**config.mk**
```make
export PLATFORM = sky130hd
export DESIGN_NAME = rf_alu_seq
export DESIGN_NICKNAME = d
export VERILOG_FILES = /design/src/rtl/rf_alu_seq_pkg.sv /design/src/rtl/rf_alu_seq.sv
export SDC_FILE = /design/constraint.sdc
export NUM_CORES = 1
export LEC_CHECK = 0
export ABC_CLOCK_PERIOD_IN_PS = 3100
export BUFFER_PORTS_ARGS = -buffer_cell sky130_fd_sc_hd__buf_4
export CORE_MARGIN = 10
export CORE_UTILIZATION = 30
export CTS_BUF_LIST = sky130_fd_sc_hd__clkbuf_16
export CTS_CLUSTER_SIZE = 16
export DETAILED_ROUTE_END_ITERATION = 8
export SLEW_MARGIN = 25
export SYNTH_ARGS = -nofsm -noshare
export SYNTH_HDL_FRONTEND = slang
export SYNTH_SLANG_ARGS = --single-unit
```
**constraint.sdc**
```tcl
create_clock -name clk -period 3.1 [get_ports clk]
set_clock_uncertainty 0.05 [all_clocks]
set_input_delay 0.465 -clock clk [delete_from_list [all_inputs] [get_ports clk]]
set_output_delay 0.465 -clock clk [all_outputs]
set_load 0.005 [all_outputs]
```
**src/rtl/rf_alu_seq_pkg.sv**
```systemverilog
// Shared encodings for the register-file/ALU command sequencer.
package rf_alu_seq_pkg;

  // Command opcodes carried on cmd_op
  typedef enum logic [1:0] {
    OP_LOAD = 2'b00,
    OP_ALU  = 2'b01,
    OP_NOP  = 2'b10,
    OP_RSVD = 2'b11
  } op_e;

  // ALU function codes passed through to the datapath
  typedef enum logic [2:0] {
    ALU_ADD = 3'b000,
    ALU_SUB = 3'b001,
    ALU_OR  = 3'b010,
    ALU_AND = 3'b011
  } aluc_e;

  // Sequencer states
  typedef enum logic [1:0] {
    S_IDLE = 2'b00,
    S_LOAD = 2'b01,
    S_EXEC = 2'b10,
    S_WB   = 2'b11
  } state_e;

  // Command fields captured at the accept edge
  typedef struct packed {
    op_e         op;
    logic [2:0]  aluc;
    logic [4:0]  ra;
    logic [4:0]  rb;
    logic [4:0]  rw;
    logic [31:0] imm;
  } cmd_t;

endpackage

```
**src/rtl/rf_alu_seq.sv**
```systemverilog
// Command sequencer driving an external register file + ALU datapath.
// LOAD/NOP retire one cycle after accept, ALU two cycles after accept.
module rf_alu_seq
  import rf_alu_seq_pkg::*;
(
  input  logic        clk,
  input  logic        rst,
  input  logic        cmd_valid,
  output logic        cmd_ready,
  input  logic [1:0]  cmd_op,
  input  logic [2:0]  cmd_aluc,
  input  logic [4:0]  cmd_ra,
  input  logic [4:0]  cmd_rb,
  input  logic [4:0]  cmd_rw,
  input  logic [31:0] cmd_imm,
  output logic        we,
  output logic        mux3,
  output logic [2:0]  aluc,
  output logic [4:0]  ra,
  output logic [4:0]  rb,
  output logic [4:0]  rw,
  output logic [31:0] rd,
  input  logic [31:0] alu_out,
  input  logic        zero,
  output logic        done,
  output logic [31:0] res,
  output logic        res_zero,
  output logic        busy,
  output logic [15:0] retired
);

  state_e      state_q, state_d;
  cmd_t        cmd_q;
  logic [31:0] res_q;
  logic        res_zero_q;
  logic [15:0] retired_q;
  logic        accept;

  // Ready is held low while reset is asserted so nothing is accepted then
  assign cmd_ready = (state_q == S_IDLE) & ~rst;
  assign busy      = ~cmd_ready;
  assign accept    = cmd_valid & cmd_ready;

  // State register; reset drops straight to IDLE so in-flight work is lost
  always_ff @(posedge clk or posedge rst) begin
    if (rst) state_q <= S_IDLE;
    else     state_q <= state_d;
  end

  // Next-state: ALU takes EXEC+WB, everything else a single LOAD slot
  always_comb begin
    state_d = state_q;
    case (state_q)
      S_IDLE: if (accept) state_d = (op_e'(cmd_op) == OP_ALU) ? S_EXEC : S_LOAD;
      S_LOAD: state_d = S_IDLE;
      S_EXEC: state_d = S_WB;
      S_WB:   state_d = S_IDLE;
      default: state_d = S_IDLE;
    endcase
  end

  // Command capture only on accept; busy-time offers are ignored
  always_ff @(posedge clk or posedge rst) begin
    if (rst)         cmd_q <= '0;
    else if (accept) cmd_q <= '{op: op_e'(cmd_op), aluc: cmd_aluc, ra: cmd_ra,
                                rb: cmd_rb, rw: cmd_rw, imm: cmd_imm};
  end

  // Datapath controls decoded purely from state; writes to R0 are dropped
  always_comb begin
    we   = 1'b0;
    mux3 = 1'b0;
    aluc = '0;
    ra   = '0;
    rb   = '0;
    rw   = '0;
    rd   = '0;
    done = 1'b0;
    case (state_q)
      S_LOAD: begin
        done = 1'b1;
        if (cmd_q.op == OP_LOAD) begin
          rw = cmd_q.rw;
          rd = cmd_q.imm;
          we = |cmd_q.rw;
        end
      end
      S_EXEC: begin
        ra   = cmd_q.ra;
        rb   = cmd_q.rb;
        aluc = cmd_q.aluc;
      end
      S_WB: begin
        ra   = cmd_q.ra;
        rb   = cmd_q.rb;
        aluc = cmd_q.aluc;
        rw   = cmd_q.rw;
        mux3 = 1'b1;
        we   = |cmd_q.rw;
        done = 1'b1;
      end
      default: ;
    endcase
  end

  // Result capture at ALU retirement only
  always_ff @(posedge clk or posedge rst) begin
    if (rst) begin
      res_q      <= '0;
      res_zero_q <= 1'b0;
    end else if (state_q == S_WB) begin
      res_q      <= alu_out;
      res_zero_q <= zero;
    end
  end

  // Retirement counter, wraps naturally at 16 bits
  always_ff @(posedge clk or posedge rst) begin
    if (rst)       retired_q <= '0;
    else if (done) retired_q <= retired_q + 16'd1;
  end

  assign res      = res_q;
  assign res_zero = res_zero_q;
  assign retired  = retired_q;

endmodule

```
==> impl_metrics.yaml <==
outcome:
  result_of_the_run: "finished, final reports clean"
yosys:
  netlist_area_sq_um: 4400
  synth_seq_cells: 103
  synth_cell_types: 26
  ys_warn_count: 0
  synth_enable_flop_cells: 0
  synth-main-ff-cell: "sky130_fd_sc_hd__dfrtp_1"
  synth-async-reset-ratio_pct: 100
  postSynthCellCount: 315
  fraction_of_the_yosys_area_taken_by_sequential_cells_pct: 58.5
  avgSynthCellArea_sq_um: 14.0
  synth_nets: 404
timing:
  grt_setup_unrepaired: "no"
  timing.setup.tns_ns: 0
  timing.max_slew.rel_slack_pct: 58.6
  worstMarginPinSlew_ns: 0.619
  report.final.slew_viol_count: 0
  fmaxAchievable_mhz: 418
  fin_hold_ws_ns: 0.0539
  final-setup-viol-count: 0
  fin_crit_ns: 2.39
  fin_crit_sh_pct: 77.2
  final-hold-violation-count: 0
critical_path:
  critical_path.top_delay_family: "flip-flops"
  worst_setup_path_startpoint: "state_q[0]$_DFFE_PP0P_"
  timing.critical_path.slowest_cell_delay_ns: 0.66
  cp_cell_sequence: "nor4b_4, buf_4, and2_1, buf_4"
  critical_path_peak_fanout: 32
  reg2reg_from: "state_q[0]$_DFFE_PP0P_"
  rr_endpoint: "res[22]$_DFFE_PP0P_"
  crit_top_cell: "sky130_fd_sc_hd__buf_4"
  crit_type: "flip-flop to primary output"
  worstPathArrival_ns: 1.88
  r2r_slack_ns: 1.15
  startpoint_type: "flip-flop"
  endpoint_kind: "primary output"
  worst_r2r_path_depth: 3
  critical-path-slowest-cell: "sky130_fd_sc_hd__dfrtp_1"
  critical_path_buf_inv_count: 2
  worst-endpoint-required_ns: 2.58
power_and_ir_drop:
  total_power_mw: 4.93
  pwr_density_cell_nw_per_um2: 781
  worst_ir_drop_vdd_mv: 0.392
  clkPwrFrac_pct: 23.7
  static-leakage-power_nw: 3.05
  seqPwrFrac_pct: 45.3
  combPwrFrac_pct: 31.0
  cell_internal_pwr_mw: 3.60
  power_switching_share_pct: 27.0
  power_switching_mw: 1.33
clocking:
  ctsHoldBuffers: 0
  clock_tree.root_cell: "sky130_fd_sc_hd__clkbuf_16"
  tritoncts: "built"
  clockBufferDepth: 2
  htree_num_levels: 3
  clock_slew_at_the_register_clock_pins_of_the_worst_setup_and_hold_paths_ns: 0.07
  cts_setup_buffers: 0
  cts.sinks: 103
  post_cts_resize_count: 0
  cts_buffers: 9
  insertion_delay_ns: 0.34
worst_hold_path:
  holdCritPathClass: "primary input to async pin"
floorplanning:
  core-area_sq_um: 14500
  die_h_um: 141
  core.rowCount: 44
  floorplan.die_area_sq_um: 19900
  initial_utilization_pct: 30.4
  num_io_pins: 192
  chipWidth_um: 141
routing:
  iteration_0_drc_markers: 93
  vias: 3100
  detail_route.wirelength_um: 11700
  drt_first_pass_iters: 4
  drt-wirelength-per-cell_um: 16.8
  vias_per_cell: 4.45
  residual_drc_count: 0
  antenna_violating_nets_post_route: 0
global_routing:
  grt_antenna_before_repair: 1
  global_route.usage.total_pct: 11.5
  grt_pass1_vias: 3459
  grt.overflow.total: 0
  largest_net_degree_at_the_start_of_global_routing: 67
  grt_pass1_wl_um: 18500
finish:
  layout.cells.most_common: "sky130_fd_sc_hd__buf_4"
  fillCellCount: 1365
  area_used_by_multi_input_combinational_logic_sq_um: 1680
  mostFrequentLayoutCells: "sky130_fd_sc_hd__buf_4, sky130_fd_sc_hd__dfrtp_1, sky130_fd_sc_hd__mux2_2"
  layout.nets: 598
  area.sequential_sq_um: 2580
  syn2layout_area_growth_pct: 43.4
  drive_above_1_share_pct: 59.2
place:
  io_port_bufs: 191
  routabilityCongestion: 0.777
  dpl.hpwl_um: 9080
flow_run:
  maxCapViolations: 0
flip-flops by register name, indices dropped and copies added (netlist names):
name,count
retired,16
state_q,2
res_zero,1
cmd_q,52
res,32
cells in the mapped netlist (2+ instances only):
| master | instances | share of area, % |
|---|---|---|
| sky130_fd_sc_hd__xnor2_1 | 3 | 0.60 |
| sky130_fd_sc_hd__nor4_1 | 4 | 0.57 |
| sky130_fd_sc_hd__nand4_1 | 7 | 0.99 |
| sky130_fd_sc_hd__clkbuf_1 | 5 | 0.43 |
| sky130_fd_sc_hd__and2_1 | 50 | 7.1 |
| sky130_fd_sc_hd__inv_1 | 4 | 0.34 |
| sky130_fd_sc_hd__mux2_2 | 86 | 22 |
| sky130_fd_sc_hd__nand2_1 | 7 | 0.60 |
| sky130_fd_sc_hd__dfrtp_1 | 103 | 59 |
| sky130_fd_sc_hd__xor2_1 | 12 | 2.4 |
| sky130_fd_sc_hd__nor2_1 | 6 | 0.51 |
| sky130_fd_sc_hd__buf_6 | 9 | 2.3 |
| sky130_fd_sc_hd__nor3_1 | 5 | 0.57 |
| sky130_fd_sc_hd__o21a_1 | 2 | 0.34 |
worst register-to-register path: cells and delay by family, from the launching register on:
family        cells  cell delay (ns)
flops             1             0.66
mux               1             0.27
buf+inv           1             0.35
simple gates      1             0.51
metal layers:
layer	track usage (%)	share of wire, %	vias up
met4	4.08	1.5	0
met1	12.5	38	1506
met3	6.95	14	12
li1	-	-	1459
met2	18.2	47	123
met5	0	0	-
metrics by stage:
step           util, %  setup slack, ns  std cells  area, sq um
2_1_floorplan        -             1.32        315         4410
4_1_cts           43.6            0.659        696         6310
5_1_grt           43.6            0.511        696         6310
6_report          43.6            0.706        697         6310
3_5_place_dp      41.5             1.04        682         6010
3_3_place_gp      41.5             1.07        682         6010
kinds of logic after synthesis:
| family | Yosys count | share of synthesized area, % |
|---|---|---|
| compound gates | 4 | 0.597 |
| xor+xnor | 15 | 2.98 |
| fa+ha+maj | 1 | 0.284 |
| buf+inv | 20 | 3.35 |
| flops | 103 | 58.5 |
| mux | 86 | 22.0 |
| simple gates | 86 | 12.2 |
final cells by class:
type	instances	share of cell area (%)
flip-flops and latches	103	40.8
multi-input cells	192	26.6
repair buffers	199	23.9
well taps	184	3.65
clock buffers	9	3.57
clock inverters	5	1.19
inverters	4	0.297
diodes	1	0.0396
power by group through the flow:
stage / combinational [mW] / clock (mW) / sequential (mW)
CTS: 1.58 / 1.21 / 2.25
global placement: 1.55 / 0 / 2.24
floorplan: 0.782 / 0 / 2.19
detailed placement: 1.58 / 0 / 2.27
global route: 1.68 / 1.26 / 2.32
finish: 1.53 / 1.17 / 2.24
worst max path at each step:
stage          endpoint  slack [ns]  depth (start not counted)
3_5_place_dp     rd[24]        1.04                          4
5_1_grt          rd[17]        0.51                          4
6_report         rd[20]        0.71                          4
4_1_cts          rd[24]        0.66                          4
2_1_floorplan    rd[10]        1.32                          4
3_3_place_gp     rd[24]        1.07                          4
(Power assumes the default switching activity.)
